--- config.mk ---
export PLATFORM = sky130hd
export DESIGN_NAME = delay_pipe
export DESIGN_NICKNAME = d
export VERILOG_FILES = /design/src/rtl/delay_pipe.sv
export SDC_FILE = /design/constraint.sdc
export NUM_CORES = 1
export LEC_CHECK = 0
export CAP_MARGIN = 20
export CORE_UTILIZATION = 59
export DETAILED_ROUTE_END_ITERATION = 6
export GPL_TIMING_DRIVEN = 0
export PLACE_DENSITY = 0.8
export SLEW_MARGIN = 20
export SYNTH_ARGS = -nofsm -noshare
export SYNTH_HDL_FRONTEND = slang
export SYNTH_SLANG_ARGS = --single-unit
--- constraint.sdc ---
create_clock -name clk -period 5.55 [get_ports clk]
set_clock_uncertainty 0.05 [all_clocks]
set_input_delay 1.665 -clock clk [delete_from_list [all_inputs] [get_ports clk]]
set_output_delay 1.665 -clock clk [all_outputs]
set_load 0.02 [all_outputs]
--- src/rtl/delay_pipe.sv ---
// Stallable, run-time tapped delay line for WIDTH-bit data plus valid sideband; delay = d_eff+1 enabled edges.
// en=0 freezes every register (stall); rst/flush clear contents to RESET_VAL with valid low.
module delay_pipe #(
  parameter int               WIDTH     = 16,
  parameter int               MAX_DEPTH = 8,
  parameter logic [WIDTH-1:0] RESET_VAL = '0
) (
  input  logic                           clk,
  input  logic                           rst,
  input  logic                           en,
  input  logic                           flush,
  input  logic [$clog2(MAX_DEPTH)-1:0]   depth_sel,
  input  logic [WIDTH-1:0]               din,
  input  logic                           din_valid,
  output logic [WIDTH-1:0]               dout,
  output logic                           dout_valid,
  output logic                           primed,
  output logic [$clog2(MAX_DEPTH+1)-1:0] fill
);

  localparam int SW = $clog2(MAX_DEPTH);
  localparam int FW = $clog2(MAX_DEPTH + 1);
  localparam logic [SW-1:0] DEEPEST  = SW'(MAX_DEPTH - 1);
  localparam logic [FW-1:0] FILL_MAX = FW'(MAX_DEPTH);

  logic [WIDTH-1:0]     stage [MAX_DEPTH];
  logic [MAX_DEPTH-1:0] vld;
  logic [SW-1:0]        d_eff;

  always_ff @(posedge clk) begin
    if (rst || flush) begin
      for (int i = 0; i < MAX_DEPTH; i++) begin
        stage[i] <= RESET_VAL;
      end
      vld  <= '0;
      fill <= '0;
    end else if (en) begin
      stage[0] <= din;
      for (int i = 1; i < MAX_DEPTH; i++) begin
        stage[i] <= stage[i-1];
      end
      vld <= {vld[MAX_DEPTH-2:0], din_valid};
      if (fill != FILL_MAX) begin
        fill <= fill + 1'b1;
      end
    end
  end

  // Selects beyond the last stage only exist when MAX_DEPTH is not a power of two.
  generate
    if ((1 << SW) > MAX_DEPTH) begin : g_clamp
      assign d_eff = (depth_sel > DEEPEST) ? DEEPEST : depth_sel;
    end else begin : g_noclamp
      assign d_eff = depth_sel;
    end
  endgenerate

  assign dout       = stage[d_eff];
  assign dout_valid = vld[d_eff];
  assign primed     = (fill > FW'(d_eff));

endmodule

==> results of run 1 <==
[registers in the layout, indices dropped and copies added, names as in the netlist]
| name | flops |
|---|---|
| vld | 8 |
| stage | 128 |
| fill | 4 |
[routing by layer]
layer  part of all wire, %  global-route usage (%)  vias to the layer above
met5                     0                       0                        -
met1                    40                    35.7                     2047
met4                   2.3                    12.3                        0
li1                      -                       -                     1721
met3                   8.5                    8.27                       26
met2                    49                    45.0                      182
[timing repair]
action	CTS	global route
buffers inserted	0	0
gates resized for setup	1	1
setup endpoints to repair	10	1
gates cloned	0	0
hold endpoints to repair	0	0
[through the flow]
stage	instance area (sq um)	setup TNS [ns]	utilization [%]
final	7680	0	73.4
after global routing	7680	0	73.4
after CTS	7680	0	73.4
after detailed placement	7100	-1.77	67.9
after global placement	7050	-123.03	67.4
after floorplan	6460	0	-
[worst max-delay path, cell delays in order]
cell,delay (ns)
clkdlybuf4s50_1,0.49
buf_2,0.27
clkbuf_2,0.39
mux2_2,0.39
clkdlybuf4s50_1,0.56
[worst min path at each step]
stage / from / endpoint / slack [ns] / depth (start not counted)
final: vld[7]$_SDFFE_PP0P_ / vld[7]$_SDFFE_PP0P_ / 0.46 / 2
after floorplan: vld[7]$_SDFFE_PP0P_ / vld[7]$_SDFFE_PP0P_ / 0.40 / 2
after detailed placement: vld[7]$_SDFFE_PP0P_ / vld[7]$_SDFFE_PP0P_ / 0.45 / 2
after CTS: vld[7]$_SDFFE_PP0P_ / vld[7]$_SDFFE_PP0P_ / 0.47 / 2
after global routing: vld[7]$_SDFFE_PP0P_ / vld[7]$_SDFFE_PP0P_ / 0.48 / 2
after global placement: vld[7]$_SDFFE_PP0P_ / vld[7]$_SDFFE_PP0P_ / 0.42 / 2
[final cells by class]
class	count	area (sq um)	share of cell area, %
sequential	140	4080	53.2
multi-input combinational	221	2180	28.4
timing repair buffer	44	468	6.09
clock buffer	22	433	5.64
buffer	37	186	2.43
tap	136	170	2.21
clock inverter	10	146	1.91
inverter	4	15.0	0.195
[logic make-up after synthesis]
kind of cell | synth area share, %
multiplexers | 17.9
flip-flops | 63.2
buffers and inverters | 3.08
adder cells (fa/ha/maj) | 0.969
AO/OA/AOI/OAI | 0.678
AND/OR/NAND/NOR | 14.0
XOR/XNOR | 0.136
[power by group through the flow]
stage,Combinational (mW),Sequential (mW),Clock [mW]
floorplan,0.112,1.23,0
global placement,0.182,1.24,0
detailed placement,0.190,1.24,0
CTS,0.191,1.22,1.14
global route,0.202,1.22,1.19
finish,0.192,1.22,1.14
[placed cells by master (no fill, tap or decap), types with 2 or more instances in the layout]
cell             synthesis  layout
clkbuf_1                29      33
and3_1                  96      96
dfxtp_1                 12      12
clkdlybuf4s50_1          0      42
a21oi_1                  2       2
inv_1                    4       4
nand2_1                  4       4
and2_1                  32      32
mux4_2                   3       3
ha_1                     5       5
mux4_1                  31      31
bufinv_16                0       4
mux2i_1                  8       8
clkbuf_2                 0       2
buf_2                    2       2
buf_6                    2       2
clkinv_1                 0       5
mux2_2                  17      17
clkbuf_16                0      16
buf_12                   1       2
nor2_1                  10      10
nand4_1                  2       2
edfxtp_1               128     128
==> metrics.txt, run 1 <==
ANT nets after route 0; PortBufs 42; CTS sink cnt 140; Max Clock Freq 182 MHz; dpl ws -0.198 ns; status complete, no violations; layout cells sized above 1 11.3%; initial antenna violation count 0; DP Wirelength 9100 um; Yosys cell types 31; Worst R2R End fill[1]$_SDFFE_PP0P_; Rel. slew slack 53.7%; combinational fraction of design power 7.5%; largest net degree at the start of global routing 58; CTS tree done; sequential power share 47.7%; Pleak 3.45 nW; Post-Syn Area 6460 sq um; Internal Power 2.01 mW; Syn Inst Count 402; Final Power 2.55 mW; Clk pwr share 44.7%; yosys warns 0; vias in the first global route 4073; Clock Tree Buf Depth 2; worst reg-to-reg path cell count 5; Req. time, crit path 3.84 ns; Sw Pwr 0.544 mW; H-tree depth reported by CTS 4; critical path fanouts, max 10; Layout fillers 643; Synth Area per Inst 16.1 sq um; final worst path period share 98.9%; worst slew pin tran 0.694 ns; DIE WIDTH 107 um; Max IR drop VDD 0.000271 V; drc violations 0; worst hold slack 0.458 ns; number of flops mapped to enable cells by yosys 128; fin crit period 5.49 ns; Seq/Total Area, Yosys 63.2%; cell with the most instances after synthesis edfxtp_1; dpl cells 582; Die Ht 107 um; Hold WC Path Type flip-flop to flip-flop; root buffer cell clkbuf_8; crit path DAT 3.78 ns; type of origin of the critical path input pin; Slew Limit Fails 0; Syn-to-layout area delta 19.0%; io pins 46; Setup crit end dout[13]; Synth area leaders edfxtp_1 (60%), mux4_1 (13%), and3_1 (9.3%); diodes inserted 0; ys async rst share 0%; Final Wtd Congestion 0.813; final setup margin 0.0591 ns; cts hold-fix bufs 0; Synth top area share 59.5%; die area 11400 sq um; CP endpoint kind output port; Vias 3976; Final Hold Vio Count 0; worst reg2reg setup slack 4.07 ns; Clk pin slew, worst setup/hold paths 0.06 ns; initial core utilization 61.7%; WL final 14700 um; clk_lat worst skew 0.53 ns; CTS buffer count 17; worst setup path startpoint depth_sel[0]; Final #Nets 494; pwr dens 332 nW/um^2; CP Class input pin to output port; final std cells w/o fill 614; first-pass GRT wire length 22500 um; Top FF cell, synth edfxtp_1; DR pass1 iterations 5; final setup fails 0; Critical R2R Launch fill[0]$_SDFFE_PP0P_; Yosys reg bits 140; top cell type by total area after synthesis edfxtp_1; DR vias/cell 6.48; Iteration-0 DRC Markers 383; Core Region 10500 sq um; Net Count, Synth 431; max-cap violation count 0; Remaining Overflow, GRT 0; Avg WL per Cell 23.9 um; most common library cells after synthesis edfxtp_1 (128), and3_1 (96), and2_1 (32), mux4_1 (31), clkbuf_1 (29); switching share of power 21.3%; unrepaired setup endpoints after global routing false; Global Route Usage Sum 28.1%; row count 37
(Power assumes the default switching activity.)
==> run 2, diff against run 1 <==
PLACE_DENSITY = 0.78   (was 0.8)
==> run 2 against run 1 <==
Compared with the run above: first-iteration DRC count is 11% higher; sequential power about the same; sequential share of layout area hardly changed; largest power group unchanged; critical path depth is the same; highest routed layer unchanged; global-route usage is 0.12 points higher; maximum frequency is essentially flat.
==> metrics.txt, run 2 (synthesis gave the netlist of run 1 again) <==
row count 37 (unchanged); CP cell instances clkdlybuf4s50_1, buf_2, clkbuf_2, mux2_2, clkdlybuf4s50_1; Pleak 3.46 nW (+0.30%); Hold WC Path Type flip-flop to flip-flop; largest net degree at the start of global routing 46 (-21%); worst slew pin tran 0.737 ns (+0.0430 ns); unrepaired setup endpoints after global routing false; Final Hold Vio Count 0 (unchanged); CTS tree done; io pins 46 (unchanged); drc violations 0 (unchanged); WL final 14800 um (+0.48%); Rel. slew slack 50.8% (-2.9 points); Iteration-0 DRC Markers 426 (+11%); CP Class input pin to output port; cell mode on critical path clkdlybuf4s50_1; setup TNS 0 ns (unchanged); Post-DP Area 7090 sq um (-0.11%); Syn-to-layout area delta 19.0% (about the same); commonest cells after routing, fill and taps aside edfxtp_1 (128), and3_1 (96), clkdlybuf4s50_1 (42); fin crit period 5.49 ns (+0.000218 ns); final worst path period share 98.9% (about the same); most common cell after layout, fill and taps aside edfxtp_1; max-cap violation count 0 (unchanged); first-pass GRT wire length 22600 um (+0.46%); Biggest register stage; Max Clock Freq 182 MHz (about the same); die area 11400 sq um (unchanged); pwr dens 332 nW/um^2 (about the same); root buffer cell clkbuf_8; diodes inserted 0 (unchanged); Max IR drop VDD 0.000194 V (-28%); Req. time, crit path 3.84 ns (about the same); Internal Power 2.00 mW (-0.12%); Core Region 10500 sq um (unchanged); DR vias/cell 6.51 (+0.52%); delay-heaviest family, CP buffers and inverters; vias in the first global route 3947 (-3.1%); critical path fanouts, max 10 (unchanged); final std cells w/o fill 613 (-0.16%); sequential power share 47.7% (about the same); status complete, no violations; Crit path depth 5 (unchanged); layout cells sized above 1 12.8% (+1.5 points); Sw Pwr 0.548 mW (+0.78%); Clock Tree Buf Depth 2 (unchanged); dpl cells 582 (unchanged); PortBufs 42 (unchanged); initial core utilization 61.7% (unchanged); switching share of power 21.5% (+0.15 points); Slew Limit Fails 0 (unchanged); CTS buffer count 17 (unchanged); post-route cell area 7690 sq um (about the same); worst setup path startpoint depth_sel[0]; Final Core Density 73.5% (about the same); Vias 3990 (+0.35%); Critical R2R Launch fill[0]$_SDFFE_PP0P_; Setup crit end dout[13]; initial antenna violation count 0 (unchanged); DR pass1 iterations 5 (unchanged); crit path DAT 3.78 ns (about the same); Remaining Overflow, GRT 0 (unchanged); CP max-delay cell clkdlybuf4s50_1; Die Ht 107 um (unchanged); CTS sink cnt 140 (unchanged); type of origin of the critical path input pin; ANT nets after route 0 (unchanged); Clk pin slew, worst setup/hold paths 0.06 ns (about the same); dpl ws -0.236 ns (-0.0380 ns); H-tree depth reported by CTS 4 (unchanged); worst reg2reg setup slack 4.17 ns (+0.10 ns); CP bufs+invs 4 (unchanged); worst reg-to-reg path cell count 5 (unchanged); CP peak stage delay 0.57 ns (about the same); final setup fails 0 (unchanged); CP endpoint kind output port; clk_lat worst skew 0.52 ns (about the same); combinational fraction of design power 7.5% (about the same); Largest regs stage: 128 flops, vld: 8 flops, fill: 4 flops; Avg WL per Cell 24.1 um (+0.64%); Largest register FFs 128 (unchanged); final setup margin 0.0588 ns (-0.000219 ns); DIE WIDTH 107 um (unchanged); Final #Nets 494 (unchanged); Final Wtd Congestion 0.806 (-0.90%); DP Wirelength 9070 um (-0.29%); Global Route Usage Sum 28.2% (+0.12 points); Worst R2R End fill[1]$_SDFFE_PP0P_; Clk pwr share 44.8% (about the same)
-- run 2: cell count changes in the layout (fill, tap and decap cells not counted), sizes merged --
cell      delta
clkinvlp     +1
clkbuf       -6
clkinv       +2
inv          +1
buf          +1
-- run 2: layout make-up --
cell class	instances	area, sq um
flip-flops and latches	140	4080
fillers	645	2780
multi-input cells	221	2180
repair buffers	44	460
clock buffers	17	414
plain buffers	37	186
clock inverters	14	176
well taps	136	170
inverters	4	15.0
-- run 2: how the worst min path moves through the flow --
stage | startpoint | end | depth (start not counted)
finish | vld[7]$_SDFFE_PP0P_ | vld[7]$_SDFFE_PP0P_ | 2
global route | vld[4]$_SDFFE_PP0P_ | vld[5]$_SDFFE_PP0P_ | 2
CTS | vld[7]$_SDFFE_PP0P_ | vld[7]$_SDFFE_PP0P_ | 2
detailed placement | vld[7]$_SDFFE_PP0P_ | vld[7]$_SDFFE_PP0P_ | 2
global placement | vld[7]$_SDFFE_PP0P_ | vld[7]$_SDFFE_PP0P_ | 2
floorplan | vld[7]$_SDFFE_PP0P_ | vld[7]$_SDFFE_PP0P_ | 2
-- run 2: timing repair --
item | 4_1_cts | 5_1_grt
setup buffers | 0 | 0
resized for setup | 1 | 2
endpoints found under the hold margin | 0 | 0
setup endpoints to repair | 10 | 2
hold buffers | 0 | 0
-- run 2: worst reg2reg max path: stages (launching register included) --
cell	delay, ns
dfxtp_1	0.38
inv_1	0.11
ha_1	0.21
nand3b_1	0.18
a211oi_1	0.11
a41o_1	0.24
-- run 2: power by group through the flow --
stage | clock network, mW | logic, mW | registers, mW
2_1_floorplan | 0 | 0.112 | 1.23
3_3_place_gp | 0 | 0.184 | 1.24
3_5_place_dp | 0 | 0.190 | 1.24
4_1_cts | 1.15 | 0.192 | 1.22
5_1_grt | 1.19 | 0.202 | 1.22
6_report | 1.14 | 0.192 | 1.22
-- run 2: stage by stage --
stage          hold WS, ns  total power, mW
3_3_place_gp         0.425             1.42
3_5_place_dp         0.448             1.43
5_1_grt              0.497             2.62
2_1_floorplan        0.402             1.34
4_1_cts              0.462             2.56
6_report             0.451             2.55
-- run 2: metal layers --
metal / up-vias / part of all wire (%) / global-route usage [%]
met2: 216 / 50 / 45.2
met5: - / 0 / 0
met1: 2028 / 40 / 37.1
met4: 0 / 2.0 / 10.1
met3: 28 / 8.1 / 8.02
li1: 1718 / - / -
==> run 3, diff against run 2 <==
CAP_MARGIN = 0   (was 20)
CORE_MARGIN = 5   (was unset)
REMOVE_ABC_BUFFERS = 1   (was unset)
==> run 3 against run 2 <==
Compared with the run above: sequential share of layout area decreased by 0.16 points; core utilization decreased by 2.0 points; combinational power is 7% lower; critical path depth unchanged; via count decreased by 11%; worst setup slack better by 0.044 ns; final cell count fell by 3.9%.
==> metrics.txt, run 3 (synthesis gave the netlist of run 1 again) <==
Clock Tree Buf Depth 2 (unchanged); worst hold stages 2 (unchanged); Req. time, crit path 3.84 ns (about the same); ANT nets after route 0 (unchanged); Hold WC Path Type flip-flop to flip-flop; DR pass1 iterations 4 (-1); Final #Nets 466 (-5.7%); DIE WIDTH 115 um (+7.5%); postcts setup bufs 0 (unchanged); Layout fillers 686 (+6.4%); Max Clock Freq 184 MHz (+0.82%); final worst path period share 98.1% (-0.80 points); unrepaired setup endpoints after global routing false; first-pass GRT wire length 19000 um (-16%); CTS buffer count 17 (unchanged); H-tree depth reported by CTS 4 (unchanged); row count 38 (+2.7%); worst hold slack 0.463 ns (+0.0119 ns); layout cells sized above 1 14.0% (+1.2 points); crit path DAT 3.73 ns (-0.05 ns); CTS tree done; Final Hold Vio Count 0 (unchanged); Clk pin slew, worst setup/hold paths 0.06 ns (about the same); Final Wtd Congestion 0.721 (-10%); Pleak 3.47 nW (+0.24%); max-cap violation count 0 (unchanged); post-route cell area 7710 sq um (+0.29%); commonest cells after routing, fill and taps aside edfxtp_1 (128), and3_1 (96), clkdlybuf4s50_1 (41); most common cell after layout, fill and taps aside edfxtp_1; Core Region 10800 sq um (+3.2%); cts hold-fix bufs 0 (unchanged); CP endpoint kind output port; Largest regs stage: 128 flops, vld: 8 flops, fill: 4 flops; worst reg2reg setup slack 4.16 ns (about the same); diodes inserted 0 (unchanged); Global Route Usage Sum 18.7% (-9.4 points); Slew Limit Fails 0 (unchanged); Max IR drop VDD 0.000287 V (+48%); Avg WL per Cell 19.6 um (-19%); Vias 3563 (-11%); critical path fanouts, max 21 (+11); pwr dens 335 nW/um^2 (+0.80%); initial antenna violation count 0 (unchanged); fin crit period 5.45 ns (-0.0444 ns); PortBufs 45 (+7.1%); worst slew pin tran 0.565 ns (-0.173 ns); die area 13100 sq um (+16%); CP Class input pin to output port; Post-DP Area 7090 sq um (about the same); type of origin of the critical path input pin; largest net degree at the start of global routing 62 (+35%); Remaining Overflow, GRT 0 (unchanged); vias in the first global route 3600 (-8.8%); Rel. slew slack 62.3% (+12 points); setup TNS 0 ns (unchanged); clk_lat worst skew 0.52 ns (about the same); drc violations 0 (unchanged); Final Core Density 71.4% (-2.0 points); Biggest register stage; Iteration-0 DRC Markers 215 (-50%); status complete, no violations; Die Ht 115 um (+7.5%); DR vias/cell 6.05 (-7.1%); worst reg-to-reg path cell count 5 (unchanged); CTS resizes 0 (-1); CTS sink cnt 140 (unchanged); WL final 11500 um (-22%); Largest register FFs 128 (unchanged); io pins 46 (unchanged); initial core utilization 59.8% (-1.9 points); final setup fails 0 (unchanged); DP Wirelength 6800 um (-25%); root buffer cell clkbuf_8; Syn-to-layout area delta 19.4%
run 3: cell types whose count changed in the layout (fill, tap and decap cells not counted), sizes merged:
cell,previous run,this run
clkbuf,46,18
buf,10,12
clkinv,7,5
bufinv,4,5
clkdlybuf4s50,42,41
clkinvlp,2,3
inv,5,4
run 3: metal layers:
layer	vias to the layer above	global-route usage (%)	part of all wire (%)	routed length, um
met2	85	29.1	50	5750
li1	1672	-	-	-
met3	12	4.44	4.3	497
met4	0	6.10	1.2	142
met1	1794	26.4	45	5150
met5	-	0	0	0
run 3: layout make-up:
type | count | area [sq um] | share of cell area (%)
inverter | 4 | 15.0 | 0.195
sequential | 140 | 4080 | 53.0
clock buffer | 18 | 418 | 5.42
timing repair buffer | 53 | 631 | 8.18
tap | 140 | 175 | 2.27
multi-input combinational | 221 | 2190 | 28.4
clock inverter | 13 | 199 | 2.58
run 3: worst max-delay path: stages:
cell	delay (ns)
buf_2	0.39
buf_12	0.25
mux4_1	0.58
mux2_2	0.29
clkdlybuf4s50_1	0.54
run 3: worst paths after layout:
check / from / to
setup / recovery: depth_sel[1] / dout[11]
hold / removal: vld[7]$_SDFFE_PP0P_ / vld[7]$_SDFFE_PP0P_
setup reg to reg: fill[1]$_SDFFE_PP0P_ / fill[1]$_SDFFE_PP0P_
hold reg to reg: vld[7]$_SDFFE_PP0P_ / vld[7]$_SDFFE_PP0P_
run 3: power breakdown:
part	switching, mW	leakage [nW]	internal (mW)
registers	0.0213	1.59	1.19
clock network	0.419	0.292	0.768
logic	0.0864	1.59	0.0913
run 3: metrics by stage:
step                total power [mW]  worst slack [ns]  std cells
floorplan                       1.32             0.577        365
global placement                1.40             -3.18        550
detailed placement              1.42            0.0825        558
CTS                             2.60            0.0788        589
global route                    2.66            0.0274        589
finish                          2.58             0.103        589
